**config.mk**
```make
export PLATFORM = sky130hd
export DESIGN_NAME = id_ex_pipe_reg_flat
export DESIGN_NICKNAME = d
export VERILOG_FILES = /design/src/rtl/id_ex_pipe_reg_if.sv /design/src/rtl/id_ex_pipe_reg.sv /design/src/flat_wrapper.sv
export SDC_FILE = /design/constraint.sdc
export NUM_CORES = 1
export LEC_CHECK = 0
export BUFFER_PORTS_ARGS = -buffer_cell sky130_fd_sc_hd__buf_2
export CAP_MARGIN = 15
export CORE_ASPECT_RATIO = 1.75
export CORE_UTILIZATION = 50
export CTS_CLUSTER_DIAMETER = 150
export DETAILED_ROUTE_END_ITERATION = 6
export GPL_TIMING_DRIVEN = 1
export PLACE_DENSITY = 0.85
export SLEW_MARGIN = 20
export SYNTH_ARGS = -nofsm -noshare
export SYNTH_HDL_FRONTEND = slang
export SYNTH_SLANG_ARGS = --single-unit
```
**constraint.sdc**
```tcl
create_clock -name clk -period 6.77 [get_ports clk]
set_input_delay 1.354 -clock clk [delete_from_list [all_inputs] [get_ports clk]]
set_output_delay 1.354 -clock clk [all_outputs]
set_load 0.005 [all_outputs]
```
**src/rtl/id_ex_pipe_reg_if.sv**
```systemverilog
// ---------------------------------------------------------------------------
// id_ex_pipe_reg_if
// Bundles the decode-to-execute pipeline register's signals.
//   Hazard controls : FlushE, StallE
//   D-stage inputs  : ValidD, RegWriteD, MemtoRegD, MemWriteD, ALUSrcD,
//                     RegDstD, ALUControlD, RD1D, RD2D, SignImmD, RsD, RtD, RdD
//   E-stage outputs : ValidE, RegWriteE, MemtoRegE, MemWriteE, ALUSrcE,
//                     RegDstE, ALUControlE, RD1E, RD2E, SignImmE, RsE, RtE,
//                     RdE, WriteRegE, BubbleCount
// master : drives the D side and hazard controls (decode stage / hazard unit)
// slave  : the pipeline register itself
// ---------------------------------------------------------------------------
interface id_ex_pipe_reg_if #(
   parameter int DATA_WIDTH     = 32,
   parameter int REG_ADDR_WIDTH = 5,
   parameter int ALU_CTRL_WIDTH = 3,
   parameter int CNT_WIDTH      = 16
);
   logic                      FlushE;
   logic                      StallE;

   logic                      ValidD;
   logic                      RegWriteD;
   logic                      MemtoRegD;
   logic                      MemWriteD;
   logic                      ALUSrcD;
   logic                      RegDstD;
   logic [ALU_CTRL_WIDTH-1:0] ALUControlD;
   logic [DATA_WIDTH-1:0]     RD1D;
   logic [DATA_WIDTH-1:0]     RD2D;
   logic [DATA_WIDTH-1:0]     SignImmD;
   logic [REG_ADDR_WIDTH-1:0] RsD;
   logic [REG_ADDR_WIDTH-1:0] RtD;
   logic [REG_ADDR_WIDTH-1:0] RdD;

   logic                      ValidE;
   logic                      RegWriteE;
   logic                      MemtoRegE;
   logic                      MemWriteE;
   logic                      ALUSrcE;
   logic                      RegDstE;
   logic [ALU_CTRL_WIDTH-1:0] ALUControlE;
   logic [DATA_WIDTH-1:0]     RD1E;
   logic [DATA_WIDTH-1:0]     RD2E;
   logic [DATA_WIDTH-1:0]     SignImmE;
   logic [REG_ADDR_WIDTH-1:0] RsE;
   logic [REG_ADDR_WIDTH-1:0] RtE;
   logic [REG_ADDR_WIDTH-1:0] RdE;
   logic [REG_ADDR_WIDTH-1:0] WriteRegE;
   logic [CNT_WIDTH-1:0]      BubbleCount;

   modport master (
      output FlushE, StallE,
      output ValidD, RegWriteD, MemtoRegD, MemWriteD, ALUSrcD, RegDstD,
      output ALUControlD, RD1D, RD2D, SignImmD, RsD, RtD, RdD,
      input  ValidE, RegWriteE, MemtoRegE, MemWriteE, ALUSrcE, RegDstE,
      input  ALUControlE, RD1E, RD2E, SignImmE, RsE, RtE, RdE,
      input  WriteRegE, BubbleCount
   );

   modport slave (
      input  FlushE, StallE,
      input  ValidD, RegWriteD, MemtoRegD, MemWriteD, ALUSrcD, RegDstD,
      input  ALUControlD, RD1D, RD2D, SignImmD, RsD, RtD, RdD,
      output ValidE, RegWriteE, MemtoRegE, MemWriteE, ALUSrcE, RegDstE,
      output ALUControlE, RD1E, RD2E, SignImmE, RsE, RtE, RdE,
      output WriteRegE, BubbleCount
   );
endinterface

```
**src/rtl/id_ex_pipe_reg.sv**
```systemverilog
// ---------------------------------------------------------------------------
// id_ex_pipe_reg
// Decode-to-execute pipeline register of the 5-stage MIPS core.
// Ports:
//   clk   : core clock, rising edge
//   reset : asynchronous, active-high; clears all E state and BubbleCount
//   bus   : id_ex_pipe_reg_if.slave - D-stage inputs, FlushE/StallE,
//           registered E-stage outputs, WriteRegE and BubbleCount
// Per edge: FlushE inserts a bubble (everything zero, counter +1, saturating),
// otherwise StallE holds, otherwise the D stage is captured.
// ---------------------------------------------------------------------------
module id_ex_pipe_reg #(
   parameter int DATA_WIDTH     = 32,
   parameter int REG_ADDR_WIDTH = 5,
   parameter int ALU_CTRL_WIDTH = 3,
   parameter int CNT_WIDTH      = 16
) (
   input logic               clk,
   input logic               reset,
   id_ex_pipe_reg_if.slave   bus
);

   typedef struct packed {
      logic                      valid;
      logic                      reg_write;
      logic                      mem_to_reg;
      logic                      mem_write;
      logic                      alu_src;
      logic                      reg_dst;
      logic [ALU_CTRL_WIDTH-1:0] alu_ctrl;
      logic [DATA_WIDTH-1:0]     rd1;
      logic [DATA_WIDTH-1:0]     rd2;
      logic [DATA_WIDTH-1:0]     sign_imm;
      logic [REG_ADDR_WIDTH-1:0] rs;
      logic [REG_ADDR_WIDTH-1:0] rt;
      logic [REG_ADDR_WIDTH-1:0] rd;
   } e_stage_t;

   localparam logic [CNT_WIDTH-1:0] CNT_MAX = {CNT_WIDTH{1'b1}};
   localparam logic [CNT_WIDTH-1:0] CNT_ONE = {{(CNT_WIDTH-1){1'b0}}, 1'b1};

   e_stage_t             e_q, e_d;
   logic [CNT_WIDTH-1:0] bubble_cnt_q, bubble_cnt_d;

   // Next-state selection: flush beats stall, stall beats capture.
   always_comb begin
      e_d          = e_q;
      bubble_cnt_d = bubble_cnt_q;
      if (bus.FlushE) begin
         // Zeroed specifiers keep the hazard unit from matching a bubble.
         e_d = '0;
         if (bubble_cnt_q == CNT_MAX) begin
            bubble_cnt_d = bubble_cnt_q;
         end else begin
            bubble_cnt_d = bubble_cnt_q + CNT_ONE;
         end
      end else if (bus.StallE) begin
         e_d = e_q;
      end else begin
         e_d.valid      = bus.ValidD;
         e_d.reg_write  = bus.RegWriteD;
         e_d.mem_to_reg = bus.MemtoRegD;
         e_d.mem_write  = bus.MemWriteD;
         e_d.alu_src    = bus.ALUSrcD;
         e_d.reg_dst    = bus.RegDstD;
         e_d.alu_ctrl   = bus.ALUControlD;
         e_d.rd1        = bus.RD1D;
         e_d.rd2        = bus.RD2D;
         e_d.sign_imm   = bus.SignImmD;
         e_d.rs         = bus.RsD;
         e_d.rt         = bus.RtD;
         e_d.rd         = bus.RdD;
      end
   end

   // E-stage state and bubble counter registers.
   always_ff @(posedge clk or posedge reset) begin
      if (reset) begin
         e_q          <= '0;
         bubble_cnt_q <= {CNT_WIDTH{1'b0}};
      end else begin
         e_q          <= e_d;
         bubble_cnt_q <= bubble_cnt_d;
      end
   end

   assign bus.ValidE      = e_q.valid;
   assign bus.RegWriteE   = e_q.reg_write;
   assign bus.MemtoRegE   = e_q.mem_to_reg;
   assign bus.MemWriteE   = e_q.mem_write;
   assign bus.ALUSrcE     = e_q.alu_src;
   assign bus.RegDstE     = e_q.reg_dst;
   assign bus.ALUControlE = e_q.alu_ctrl;
   assign bus.RD1E        = e_q.rd1;
   assign bus.RD2E        = e_q.rd2;
   assign bus.SignImmE    = e_q.sign_imm;
   assign bus.RsE         = e_q.rs;
   assign bus.RtE         = e_q.rt;
   assign bus.RdE         = e_q.rd;
   assign bus.BubbleCount = bubble_cnt_q;

   // Destination mux works only on registered state, so D never reaches E.
   assign bus.WriteRegE   = e_q.reg_dst ? e_q.rd : e_q.rt;

endmodule

```
**src/flat_wrapper.sv**
```systemverilog
// flat-port wrapper written by rule: the top's interface ports become plain ports
module id_ex_pipe_reg_flat 
#(
   parameter int DATA_WIDTH     = 32,
   parameter int REG_ADDR_WIDTH = 5,
   parameter int ALU_CTRL_WIDTH = 3,
   parameter int CNT_WIDTH      = 16
)
  (clk, reset, bus_FlushE, bus_StallE, bus_ValidD, bus_RegWriteD, bus_MemtoRegD, bus_MemWriteD, bus_ALUSrcD, bus_RegDstD, bus_ALUControlD, bus_RD1D, bus_RD2D, bus_SignImmD, bus_RsD, bus_RtD, bus_RdD, bus_ValidE, bus_RegWriteE, bus_MemtoRegE, bus_MemWriteE, bus_ALUSrcE, bus_RegDstE, bus_ALUControlE, bus_RD1E, bus_RD2E, bus_SignImmE, bus_RsE, bus_RtE, bus_RdE, bus_WriteRegE, bus_BubbleCount);
  id_ex_pipe_reg_if #(.DATA_WIDTH(DATA_WIDTH), .REG_ADDR_WIDTH(REG_ADDR_WIDTH), .ALU_CTRL_WIDTH(ALU_CTRL_WIDTH), .CNT_WIDTH(CNT_WIDTH)) bus_i ();
  input logic clk;
  input logic reset;
  input wire logic [$bits(bus_i.FlushE)-1:0] bus_FlushE;
  input wire logic [$bits(bus_i.StallE)-1:0] bus_StallE;
  input wire logic [$bits(bus_i.ValidD)-1:0] bus_ValidD;
  input wire logic [$bits(bus_i.RegWriteD)-1:0] bus_RegWriteD;
  input wire logic [$bits(bus_i.MemtoRegD)-1:0] bus_MemtoRegD;
  input wire logic [$bits(bus_i.MemWriteD)-1:0] bus_MemWriteD;
  input wire logic [$bits(bus_i.ALUSrcD)-1:0] bus_ALUSrcD;
  input wire logic [$bits(bus_i.RegDstD)-1:0] bus_RegDstD;
  input wire logic [$bits(bus_i.ALUControlD)-1:0] bus_ALUControlD;
  input wire logic [$bits(bus_i.RD1D)-1:0] bus_RD1D;
  input wire logic [$bits(bus_i.RD2D)-1:0] bus_RD2D;
  input wire logic [$bits(bus_i.SignImmD)-1:0] bus_SignImmD;
  input wire logic [$bits(bus_i.RsD)-1:0] bus_RsD;
  input wire logic [$bits(bus_i.RtD)-1:0] bus_RtD;
  input wire logic [$bits(bus_i.RdD)-1:0] bus_RdD;
  output wire logic [$bits(bus_i.ValidE)-1:0] bus_ValidE;
  output wire logic [$bits(bus_i.RegWriteE)-1:0] bus_RegWriteE;
  output wire logic [$bits(bus_i.MemtoRegE)-1:0] bus_MemtoRegE;
  output wire logic [$bits(bus_i.MemWriteE)-1:0] bus_MemWriteE;
  output wire logic [$bits(bus_i.ALUSrcE)-1:0] bus_ALUSrcE;
  output wire logic [$bits(bus_i.RegDstE)-1:0] bus_RegDstE;
  output wire logic [$bits(bus_i.ALUControlE)-1:0] bus_ALUControlE;
  output wire logic [$bits(bus_i.RD1E)-1:0] bus_RD1E;
  output wire logic [$bits(bus_i.RD2E)-1:0] bus_RD2E;
  output wire logic [$bits(bus_i.SignImmE)-1:0] bus_SignImmE;
  output wire logic [$bits(bus_i.RsE)-1:0] bus_RsE;
  output wire logic [$bits(bus_i.RtE)-1:0] bus_RtE;
  output wire logic [$bits(bus_i.RdE)-1:0] bus_RdE;
  output wire logic [$bits(bus_i.WriteRegE)-1:0] bus_WriteRegE;
  output wire logic [$bits(bus_i.BubbleCount)-1:0] bus_BubbleCount;
  assign bus_i.FlushE = bus_FlushE;
  assign bus_i.StallE = bus_StallE;
  assign bus_i.ValidD = bus_ValidD;
  assign bus_i.RegWriteD = bus_RegWriteD;
  assign bus_i.MemtoRegD = bus_MemtoRegD;
  assign bus_i.MemWriteD = bus_MemWriteD;
  assign bus_i.ALUSrcD = bus_ALUSrcD;
  assign bus_i.RegDstD = bus_RegDstD;
  assign bus_i.ALUControlD = bus_ALUControlD;
  assign bus_i.RD1D = bus_RD1D;
  assign bus_i.RD2D = bus_RD2D;
  assign bus_i.SignImmD = bus_SignImmD;
  assign bus_i.RsD = bus_RsD;
  assign bus_i.RtD = bus_RtD;
  assign bus_i.RdD = bus_RdD;
  assign bus_ValidE = bus_i.ValidE;
  assign bus_RegWriteE = bus_i.RegWriteE;
  assign bus_MemtoRegE = bus_i.MemtoRegE;
  assign bus_MemWriteE = bus_i.MemWriteE;
  assign bus_ALUSrcE = bus_i.ALUSrcE;
  assign bus_RegDstE = bus_i.RegDstE;
  assign bus_ALUControlE = bus_i.ALUControlE;
  assign bus_RD1E = bus_i.RD1E;
  assign bus_RD2E = bus_i.RD2E;
  assign bus_SignImmE = bus_i.SignImmE;
  assign bus_RsE = bus_i.RsE;
  assign bus_RtE = bus_i.RtE;
  assign bus_RdE = bus_i.RdE;
  assign bus_WriteRegE = bus_i.WriteRegE;
  assign bus_BubbleCount = bus_i.BubbleCount;
  id_ex_pipe_reg #(.DATA_WIDTH(DATA_WIDTH), .REG_ADDR_WIDTH(REG_ADDR_WIDTH), .ALU_CTRL_WIDTH(ALU_CTRL_WIDTH), .CNT_WIDTH(CNT_WIDTH)) u_core (.clk(clk), .reset(reset), .bus(bus_i));
endmodule
```
# Word level (Yosys, flattened, before mapping)
# Index checks and enable logic that the tools add are counted.
# W data, S select, Z words.
# totals
word_cells	22
out_inout_bits	141
input_bits	124
reg_bits	136
# op_classes
eq_ne	2
add_sub_neg	1
reduce_logical	1
bitwise	1
n_mux	3
# op_table
operator	count
$mux W120	2
$add A16 B1 Y16 const B	1
$eq A16 B16 Y1 const B	1
$mux W5	1
$ne A2 B2 Y1 const B	1
$reduce_and A2 Y1	1
$not A1 Y1	1

# Depth between registers and ports, before layout
# Gate-level depths: netlist of the first run.
# depth
ltp_word	3
mapped_depth	5
depth_no_buf	5

# Worst setup path after synthesis of the first run
# OpenSTA, ideal clock, no wires.
# synth_path
path_type	input -> register
start	input bus_FlushE
end	register u_core.bubble_cnt_q[13], in the netlist u_core.bus.BubbleCount[13]
arrival_time_ns	2.441
stages	5
path_buffers	1
setup_time_ns	0.128
required_time_ns	6.642
slack_ns	4.201
cell_sequence	buf_4 > and4_1 > nor3b_2 > nand3_1 > mux2_1
# synth_between
elab_chain_cells	1
# synth_lines
item	line	text
start: declaration	flat_wrapper.sv:13	input wire logic [$bits(bus_i.FlushE)-1:0] bus_FlushE;
$reduce_and A2 Y1 (no line)	n/a	
end signal: assignment	id_ex_pipe_reg.sv:80	bubble_cnt_q <= {CNT_WIDTH{1'b0}};
end signal: assignment	id_ex_pipe_reg.sv:83	bubble_cnt_q <= bubble_cnt_d;
end: declaration	id_ex_pipe_reg.sv:43	logic [CNT_WIDTH-1:0] bubble_cnt_q, bubble_cnt_d;
# Every way passes these cells.
# A chain may end at the register's enable or synchronous reset.

# Worst setup path in the final report of the first run
# layout_path
start	input bus_StallE
end	register u_core.e_q, in the netlist u_core.bus.SignImmE[17]
# layout_between
elab_chain_cells	1
# layout_lines
item	line	text
start: declaration	flat_wrapper.sv:14	input wire logic [$bits(bus_i.StallE)-1:0] bus_StallE;
$ne A2 B2 Y1 (no line)	n/a	
end signal: assignment	id_ex_pipe_reg.sv:79	e_q <= '0;
end signal: assignment	id_ex_pipe_reg.sv:82	e_q <= e_d;
end: declaration	id_ex_pipe_reg.sv:42	e_stage_t e_q, e_d;
# Every way passes these cells.

==> results of run 1 <==
-- cells in the mapped netlist --
master | n | area [um2]
mux2_1 | 4 | 45.04
o32a_1 | 1 | 10.01
and3_1 | 1 | 6.260
nand2_4 | 1 | 11.26
mux2_4 | 1 | 15.01
o21a_1 | 3 | 22.52
inv_1 | 4 | 15.01
mux2i_1 | 120 | 1201
clkbuf_1 | 16 | 60.06
nor2b_1 | 1 | 6.260
buf_4 | 1 | 7.510
nand4_4 | 1 | 21.27
and3_2 | 1 | 7.510
nand3_1 | 9 | 45.04
and4_1 | 1 | 8.760
a41oi_1 | 1 | 8.760
a31oi_1 | 1 | 6.260
nand4_1 | 4 | 25.02
ha_1 | 1 | 12.51
xnor2_1 | 3 | 26.28
dfrtp_1 | 136 | 3403
nor3_1 | 2 | 10.01
xor2_1 | 2 | 17.52
a21oi_1 | 2 | 10.01
nor2_1 | 124 | 465.5
or4_4 | 1 | 11.26
nand2_1 | 5 | 18.77
or4_1 | 2 | 15.01
o21ai_0 | 2 | 10.01
mux2_2 | 5 | 56.30
nor4b_1 | 1 | 8.760
nor3b_2 | 1 | 12.51
buf_2 | 12 | 60.06
nor4_2 | 1 | 12.51
-- state kept, by name (all words and copies together), names as in the netlist, 3 cells and up --
signal                  cells
u_core.bus.RtE              5
u_core.bus.RsE              5
u_core.bus.RD2E            32
u_core.bus.RD1E            32
u_core.bus.ALUControlE      3
u_core.bus.RdE              5
u_core.bus.BubbleCount     16
u_core.bus.SignImmE        32
-- logic make-up after synthesis --
kind of cell,share of synthesized area
buf+inv,0.02514
fa+ha+maj,0.002205
compound gates,0.01191
simple gates,0.1209
mux,0.2322
xor+xnor,0.007721
flops,0.5999
-- area by class of cell --
type | instances | area [um2] | share of cell area
inverter | 4 | 20.02 | 0.002594
tap | 132 | 165.2 | 0.02140
timing repair buffer | 267 | 1353 | 0.1752
multi-input combinational | 302 | 2127 | 0.2756
clock inverter | 11 | 193.9 | 0.02513
sequential | 136 | 3403 | 0.4409
clock buffer | 20 | 456.7 | 0.05917
-- routing by layer --
layer	routed length [um]	track usage	vias up
li1	-	-	2112
met1	5401	0.2739	2254
met2	7998	0.4354	168
met3	806	0.06134	26
met4	415	0.1134	0
met5	0	0	-
-- critical path: stages --
cell,delay [ns]
buf_6,0.54
buf_4,0.84
mux2i_1,0.31
nor2_1,0.07
-- stage by stage --
stage / utilization / hold slack, ns / total power (uW) / cells / setup WS (ns)
after floorplan: - / 0.5042 / 1079 / 471 / 1.777
after global placement: 0.6366 / 0.4971 / 1204 / 841 / 3.491
after detailed placement: 0.6366 / 0.5066 / 1218 / 841 / 3.431
after CTS: 0.6952 / 0.5206 / 2235 / 872 / 3.819
after global routing: 0.6952 / 0.5464 / 2306 / 872 / 3.689
final: 0.6952 / 0.5146 / 2217 / 872 / 3.769
-- final timing paths --
check,startpoint,end,cells after the start
worst max-delay path,bus_StallE,u_core.bus.SignImmE[17],4
worst min-delay path,u_core.bus.RD2E[16],u_core.bus.RD2E[16],2
worst max register to register,u_core.bus.BubbleCount[0],u_core.bus.BubbleCount[1],5
worst min register to register,u_core.bus.RD2E[16],u_core.bus.RD2E[16],2
max in group asynchronous,reset,u_core.bus.RD2E[2],3
min in group asynchronous,reset,u_core.bus.RD2E[12],2
-- power groups by stage --
stage / combinational [uW] / clock (uW) / sequential [uW]
2_1_floorplan: 142 / 0 / 936
3_5_place_dp: 279 / 0 / 939
4_1_cts: 281 / 1030 / 926
3_3_place_gp: 269 / 0 / 935
5_1_grt: 305 / 1060 / 936
6_report: 278 / 1010 / 928
==> qor.yml, run 1 <==
power:
  p_sw_frac: 0.2402
  peakVddDrop_mv: 0.2433
  internal_power_uw: 1684
  power_frac_seq: 0.419
  p_comb_frac: 0.125
  p_per_area_nw_per_um2: 287.2
  clkPwrFrac: 0.456
  netSwitchingPower_uw: 532.5
  p_leak_uw: 0.004437
clock_tree:
  clk_pin_slew_ns: 0.06
  cts_made_buffers: 17
  cts_tree: "built"
  cts_resized: 0
  hold_buffers: 0
  root_buffer: "clkbuf_16"
  cts_setup_buffers: 0
  htreeDepth: 4
  clock_path_buffers: 2
  worstSkewPairLatency_ns: 0.40
  cts_num_sinks: 136
detailed_routing:
  routed_wl_um: 14620
  wl_per_cell_um: 16.77
  drt_iter0_drc: 162
  vias_per_cell: 5.229
  dr.pass1.iters: 4
  ant_nets: 0
  vias: 4560
  drcViolationCount: 0
outcome:
  status: "completed"
global_route:
  grt_pass1_vias: 4606
  grt.total_usage: 0.2479
  grt_start_max_net_pins: 91
  antenna_found_initial: 0
  grt_first_pass_wirelength_um: 21890
  grt_overflow: 0
min_path:
  worst_hold_path_type: "reg2reg"
floorplan:
  initial_core_util: 0.5109
  die_x_um: 82.52
  core_area_um2: 11100
  ioPinCount: 265
  die-area_um2: 11790
  die_y_um: 142.9
  placementRows: 51
layout:
  finalInstanceArea_um2: 7719
  final_nets: 853
  drive_gt1_frac: 0.4189
  nFillCells: 831
  mostFrequentLayoutCells: "buf_2 (262), dfrtp_1 (136), nor2_1 (124)"
  final_common_cell: "buf_2"
  n_antenna_cell: 0
  syn_to_final_growth_pct: 36.06
logic_synthesis:
  yosysWarnings: 0
  ys_seq_area_frac: 0.5999
  synth_cell_types: 34
  syn_avg_cell_area_um2: 12.04
  syn_nets: 596
  netlist_instances: 471
  synth_seq_cells: 136
  syn_area_um2: 5673
sta:
  fin_crit_ns: 3.001
  worst_slew_pin_slew_ns: 0.9578
  slew-limit-headroom: 0.3615
  drv_slew: 0
  skew_ns: 0.007866
  final_hold_viol_count: 0
  finalCritPeriodShare: 0.4433
  setup_viol: 0
  finalSetupTns_ns: 0
  rsz0062_at_grt: "false"
  fmax_mhz: 333.2
critical_path:
  criticalPathCategory: "in2reg"
  cp-start-kind: "input pin"
  worstPathArrival_ns: 3.24
  reg2reg_slack_ns: 4.78
  endpoint_kind: "register"
  cp.required_ns: 7.01
  critPathMaxFanout: 64
run:
  drv_cap: 0
placement:
  placedInstanceArea_um2: 7068
  io_buffers: 264
  gp_congestion: 0.8614
  dp.final_hpwl_um: 10380
(Power assumes the default switching activity.)
==> run 2, diff against run 1 <==
--- a/config.mk
+++ b/config.mk
@@ -8,11 +8,11 @@
 export BUFFER_PORTS_ARGS = -buffer_cell sky130_fd_sc_hd__buf_2
 export CAP_MARGIN = 15
 export CORE_ASPECT_RATIO = 1.75
-export CORE_UTILIZATION = 50
+export CORE_UTILIZATION = 47
 export CTS_CLUSTER_DIAMETER = 150
 export DETAILED_ROUTE_END_ITERATION = 6
 export GPL_TIMING_DRIVEN = 1
-export PLACE_DENSITY = 0.85
+export PLACE_DENSITY = 0.81
 export SLEW_MARGIN = 20
 export SYNTH_ARGS = -nofsm -noshare
 export SYNTH_HDL_FRONTEND = slang
==> constraint.sdc (replaced) <==
create_clock -name clk -period 2.9 [get_ports clk]
set_input_delay 0.58 -clock clk [delete_from_list [all_inputs] [get_ports clk]]
set_output_delay 0.58 -clock clk [all_outputs]
set_load 0.005 [all_outputs]
==> qor.yml, run 2 (synthesis gave the netlist of run 1 again) <==
critical_path:
  endpoint_kind: "output port"
  cp_cell_sequence: "mux2_2 > buf_2"
  slowest_delay_ns: 0.52
  crit_slowest_cell: "dfrtp_1"
  cp.required_ns: 2.32
  cp-start-kind: "register"
  criticalPathCategory: "reg2out"
  critPathMaxFanout: 7
  worstSetupStartpoint: "u_core.bus.RegDstE"
  reg2regPathDepth: 5
  worstReg2RegStart: "u_core.bus.BubbleCount[0]"
  worstPathArrival_ns: 1.43
  worstSetupEndpoint: "bus_WriteRegE[2]"
  reg2reg_slack_ns: 0.96
  reg2reg_to: "u_core.bus.BubbleCount[1]"
clock_tree:
  worstSkewPairLatency_ns: 0.40
  cts_num_sinks: 136
  htreeDepth: 4
  cts_tree: "built"
  cts_resized: 0
  cts_setup_buffers: 0
  cts_made_buffers: 17
  clock_path_buffers: 2
  hold_buffers: 0
  clk_pin_slew_ns: 0.06
  root_buffer: "clkbuf_16"
layout:
  mostFrequentLayoutCells: "buf_2 (262), dfrtp_1 (136), nor2_1 (124)"
  drive_gt1_frac: 0.4213
  syn_to_final_growth_pct: 36.70
  utilization: 0.6659
  n_antenna_cell: 0
  final_common_cell: "buf_2"
  nFillCells: 901
  final_nets: 856
placement:
  dp.final_hpwl_um: 10480
  gp_congestion: 0.8311
  io_buffers: 264
min_path:
  worst_hold_path_type: "in2async"
floorplan:
  placementRows: 52
  core_area_um2: 11650
  die_y_um: 147.3
  ioPinCount: 265
  die-area_um2: 12530
  die_x_um: 85.05
  initial_core_util: 0.4871
sta:
  skew_ns: 0.005887
  fin_crit_ns: 2.006
  fmax_mhz: 498.4
  final_hold_viol_count: 0
  setup_viol: 0
  finalCritPeriodShare: 0.6918
  drv_slew: 0
  rsz0062_at_grt: "false"
  finalSetupTns_ns: 0
  slew-limit-headroom: 0.5228
  worst_slew_pin_slew_ns: 0.7159
outcome:
  status: "completed"
power:
  clkPwrFrac: 0.446
  internal_power_uw: 3811
  p_sw_frac: 0.2482
  p_comb_frac: 0.128
  p_leak_uw: 0.004438
  netSwitchingPower_uw: 1258
  p_per_area_nw_per_um2: 653.6
  power_frac_seq: 0.426
  p_total_uw: 5069
  peakVddDrop_mv: 0.4490
global_route:
  grt_overflow: 0
  grt_pass1_vias: 4714
  antenna_found_initial: 0
  grt.total_usage: 0.2401
  grt_start_max_net_pins: 137
  grt_first_pass_wirelength_um: 23250
detailed_routing:
  drcViolationCount: 0
  routed_wl_um: 14470
  vias_per_cell: 5.116
  vias: 4492
  dr.pass1.iters: 4
  wl_per_cell_um: 16.49
  ant_nets: 0
  drt_iter0_drc: 173
run:
  drv_cap: 0
==> run 2: final cells by class <==
| type | count | area [um2] | share of cell area |
|---|---|---|---|
| clock buffers | 18 | 429.2 | 0.05534 |
| repair buffers | 270 | 1413 | 0.1822 |
| inverters | 4 | 18.77 | 0.002420 |
| flip-flops and latches | 136 | 3403 | 0.4389 |
| well taps | 135 | 168.9 | 0.02178 |
| clock inverters | 13 | 195.2 | 0.02517 |
| multi-input cells | 302 | 2127 | 0.2743 |
==> run 2: how the worst min path moves through the flow <==
stage	cells after the start	slack, ns	start	end
final	3	0.38	reset	u_core.bus.SignImmE[18]
after global routing	3	0.41	bus_RD1D[6]	u_core.bus.RD1E[6]
after CTS	3	0.40	bus_RD1D[10]	u_core.bus.RD1E[10]
after detailed placement	2	0.51	u_core.bus.SignImmE[4]	u_core.bus.SignImmE[4]
after global placement	2	0.50	u_core.bus.SignImmE[11]	u_core.bus.SignImmE[11]
after floorplan	1	0.50	u_core.bus.BubbleCount[0]	u_core.bus.BubbleCount[0]
==> run 2: power groups by stage <==
stage,Combinational (uW),Sequential [uW],Clock (uW)
2_1_floorplan,333,2190,0
6_report,647,2160,2260
4_1_cts,659,2160,2300
3_3_place_gp,636,2180,0
3_5_place_dp,655,2190,0
5_1_grt,728,2180,2380
==> run 2: routing by layer <==
metal / GRT usage / wire length (um) / vias up
met5: 0 / 0 / -
met3: 0.04270 / 676 / 30
met2: 0.4387 / 8085 / 176
li1: - / - / 2120
met1: 0.2658 / 5297 / 2166
met4: 0.1119 / 414 / 0
==> run 2: worst max-delay path: cells and delay by family (launching register included) <==
kind / cells / cell delay [ns]
flip-flops: 1 / 0.52
multiplexers: 1 / 0.38
buffers and inverters: 1 / 0.13
==> run 2: through the flow <==
step	instances	cell area, um2	hold WS [ns]	setup WS, ns
final	878	7755	0.3823	0.8937
after global routing	878	7755	0.4107	0.8481
after CTS	878	7755	0.3961	0.8797
after detailed placement	847	7131	0.5097	0.7328
after global placement	847	7131	0.4976	0.8104
after floorplan	471	5677	0.5042	0.6269
==> run 3, diff against run 2 <==
--- a/config.mk
+++ b/config.mk
@@ -8,11 +8,11 @@
 export BUFFER_PORTS_ARGS = -buffer_cell sky130_fd_sc_hd__buf_2
 export CAP_MARGIN = 15
 export CORE_ASPECT_RATIO = 1.75
-export CORE_UTILIZATION = 47
+export CORE_UTILIZATION = 42
 export CTS_CLUSTER_DIAMETER = 150
 export DETAILED_ROUTE_END_ITERATION = 6
 export GPL_TIMING_DRIVEN = 1
-export PLACE_DENSITY = 0.81
+export PLACE_DENSITY = 0.76
 export SLEW_MARGIN = 20
 export SYNTH_ARGS = -nofsm -noshare
 export SYNTH_HDL_FRONTEND = slang
==> constraint.sdc (replaced) <==
create_clock -name clk -period 1.8 [get_ports clk]
set_input_delay 0.36 -clock clk [delete_from_list [all_inputs] [get_ports clk]]
set_output_delay 0.36 -clock clk [all_outputs]
set_load 0.005 [all_outputs]
==> qor.yml, run 3 (synthesis gave the netlist of run 1 again) <==
critical_path:
  cp.required_ns: 2.09
  worstSetupStartpoint: "u_core.bus.BubbleCount[1]"
  critical_path_buf_inv_count: 1
  slowest_delay_ns: 0.60
  cp_cell_sequence: "ha_2 > buf_4 > nand3_1 > or4_4 > nand2_4 > mux2_4"
  critPathTopFamily: "simple AND/OR/NAND/NOR gates"
  cp-start-kind: "register"
  critPathMaxFanout: 3
  worstPathArrival_ns: 2.16
  reg2reg_slack_ns: -0.07
  reg2regPathDepth: 6
  crit_slowest_cell: "or4_4"
  endpoint_kind: "register"
  reg2reg_to: "u_core.bus.BubbleCount[1]"
  worstReg2RegStart: "u_core.bus.BubbleCount[1]"
  criticalPathCategory: "reg2reg"
global_route:
  grt.total_usage: 0.2155
  use_met2: 0.4000
  grt_first_pass_wirelength_um: 23930
  grt.busiest_layer: "met2"
  grt_overflow: 0
  antenna_found_initial: 2
  grt_start_max_net_pins: 122
  met1_usage: 0.2221
  use_met3: 0.04288
  grt_pass1_vias: 4992
layout:
  mostFrequentLayoutCells: "buf_2 (262), dfrtp_1 (135), nor2_1 (124)"
  final_nets: 875
  syn_to_final_growth_pct: 41.07
  nFillCells: 1118
  final_common_cell: "buf_2"
  utilization: 0.6121
  drive_gt1_frac: 0.4377
floorplan:
  die_x_um: 89.86
  placementRows: 55
  ioPinCount: 265
  core_area_um2: 13080
  die_y_um: 155.7
  die-area_um2: 13990
  initial_core_util: 0.4339
detailed_routing:
  vias_per_cell: 5.014
  vias: 4693
  wl_per_cell_um: 15.86
  drt_iter0_drc: 130
  drcViolationCount: 0
  dr.pass1.iters: 4
  routed_wl_um: 14850
  ant_nets: 0
power:
  internal_power_uw: 6246
  p_per_area_nw_per_um2: 1039
  p_leak_uw: 0.004562
  p_sw_frac: 0.2490
  power_frac_seq: 0.417
  netSwitchingPower_uw: 2071
  peakVddDrop_mv: 0.7416
  p_total_uw: 8317
  p_comb_frac: 0.144
  clkPwrFrac: 0.438
outcome:
  violations: "negative setup slack"
  status: "finished, violations left"
placement:
  gp_congestion: 0.9238
  post-place-ws_ns: 0.02020
  io_buffers: 264
  dp.final_hpwl_um: 10860
sta:
  worst_slew_pin_slew_ns: 0.5095
  skew_ns: 0.006801
  rsz0062_at_grt: "true"
  hold_ws_ns: 0.05180
  layout_setup_ws_ns: -0.06931
  slew-limit-headroom: 0.6603
  fin_crit_ns: 1.869
  setup_viol: 2
  drv_slew: 0
  fmax_mhz: 535.0
  finalCritPeriodShare: 1.039
  final_hold_viol_count: 0
clock_tree:
  cts_made_buffers: 17
  root_buffer: "clkbuf_16"
  worstSkewPairLatency_ns: 0.40
  htreeDepth: 4
  clk_pin_slew_ns: 0.06
  hold_buffers: 0
  clock_path_buffers: 2
  cts_tree: "built"
  cts_num_sinks: 136
min_path:
  worst_hold_path_type: "in2async"
run:
  drv_cap: 0
## run 3: worst register-to-register path: cells and delay by family, from the launching register on
family	cells	cell delay, ns
multiplexers	1	0.30
adder cells (fa/ha/maj)	1	0.20
flip-flops	1	0.36
buffers and inverters	1	0.11
AND/OR/NAND/NOR	3	0.80
## run 3: worst max-delay path by stage
| stage | to | slack, ns | cells past startpoint |
|---|---|---|---|
| after floorplan | u_core.bus.ALUControlE[0] | -0.25 | 1 |
| after detailed placement | u_core.bus.BubbleCount[1] | 0.02 | 5 |
| after CTS | u_core.bus.BubbleCount[1] | 0.006 | 5 |
| after global routing | u_core.bus.BubbleCount[14] | -0.13 | 6 |
| final | u_core.bus.BubbleCount[1] | -0.07 | 6 |
| after global placement | u_core.bus.BubbleCount[1] | 0.08 | 5 |
## run 3: timing repair
action                                  4_1_cts  5_1_grt
buffers inserted                              0        7
endpoints found under the setup margin        5        4
gates resized for setup                       1        3
pin swaps                                     0        5
hold endpoints to repair                      0        0
## run 3: power groups by stage
stage / registers (uW) / logic [uW] / clock network, uW
finish: 3470 / 1200 / 3640
floorplan: 3520 / 537 / 0
detailed placement: 3530 / 1130 / 0
CTS: 3470 / 1140 / 3730
global route: 3500 / 1310 / 3850
global placement: 3500 / 1090 / 0
## run 3: final cells by class
cell class              instances  area, um2  area share
diodes                          2      5.005   0.0006254
clock buffers                  19      432.9     0.05410
clock inverters                13      192.7     0.02408
inverters                       4      18.77    0.002345
multi-input cells             302       2138      0.2672
flip-flops and latches        136       3405      0.4254
well taps                     171      214.0     0.02674
repair buffers                289       1597      0.1995
## run 3: routing by layer
metal | up-vias | routed length [um]
li1 | 2159 | -
met1 | 2274 | 5222
met2 | 203 | 8203
met3 | 57 | 671
met4 | 0 | 748
met5 | - | 0
## run 3: stage by stage
stage                     area, um2  TNS, ns  std cells
after floorplan                5677   -34.43        471
after global placement         7303        0        895
after detailed placement       7303        0        895
after CTS                      7930        0        927
after global routing           8003  -0.4568        936
final                          8003  -0.1008        936
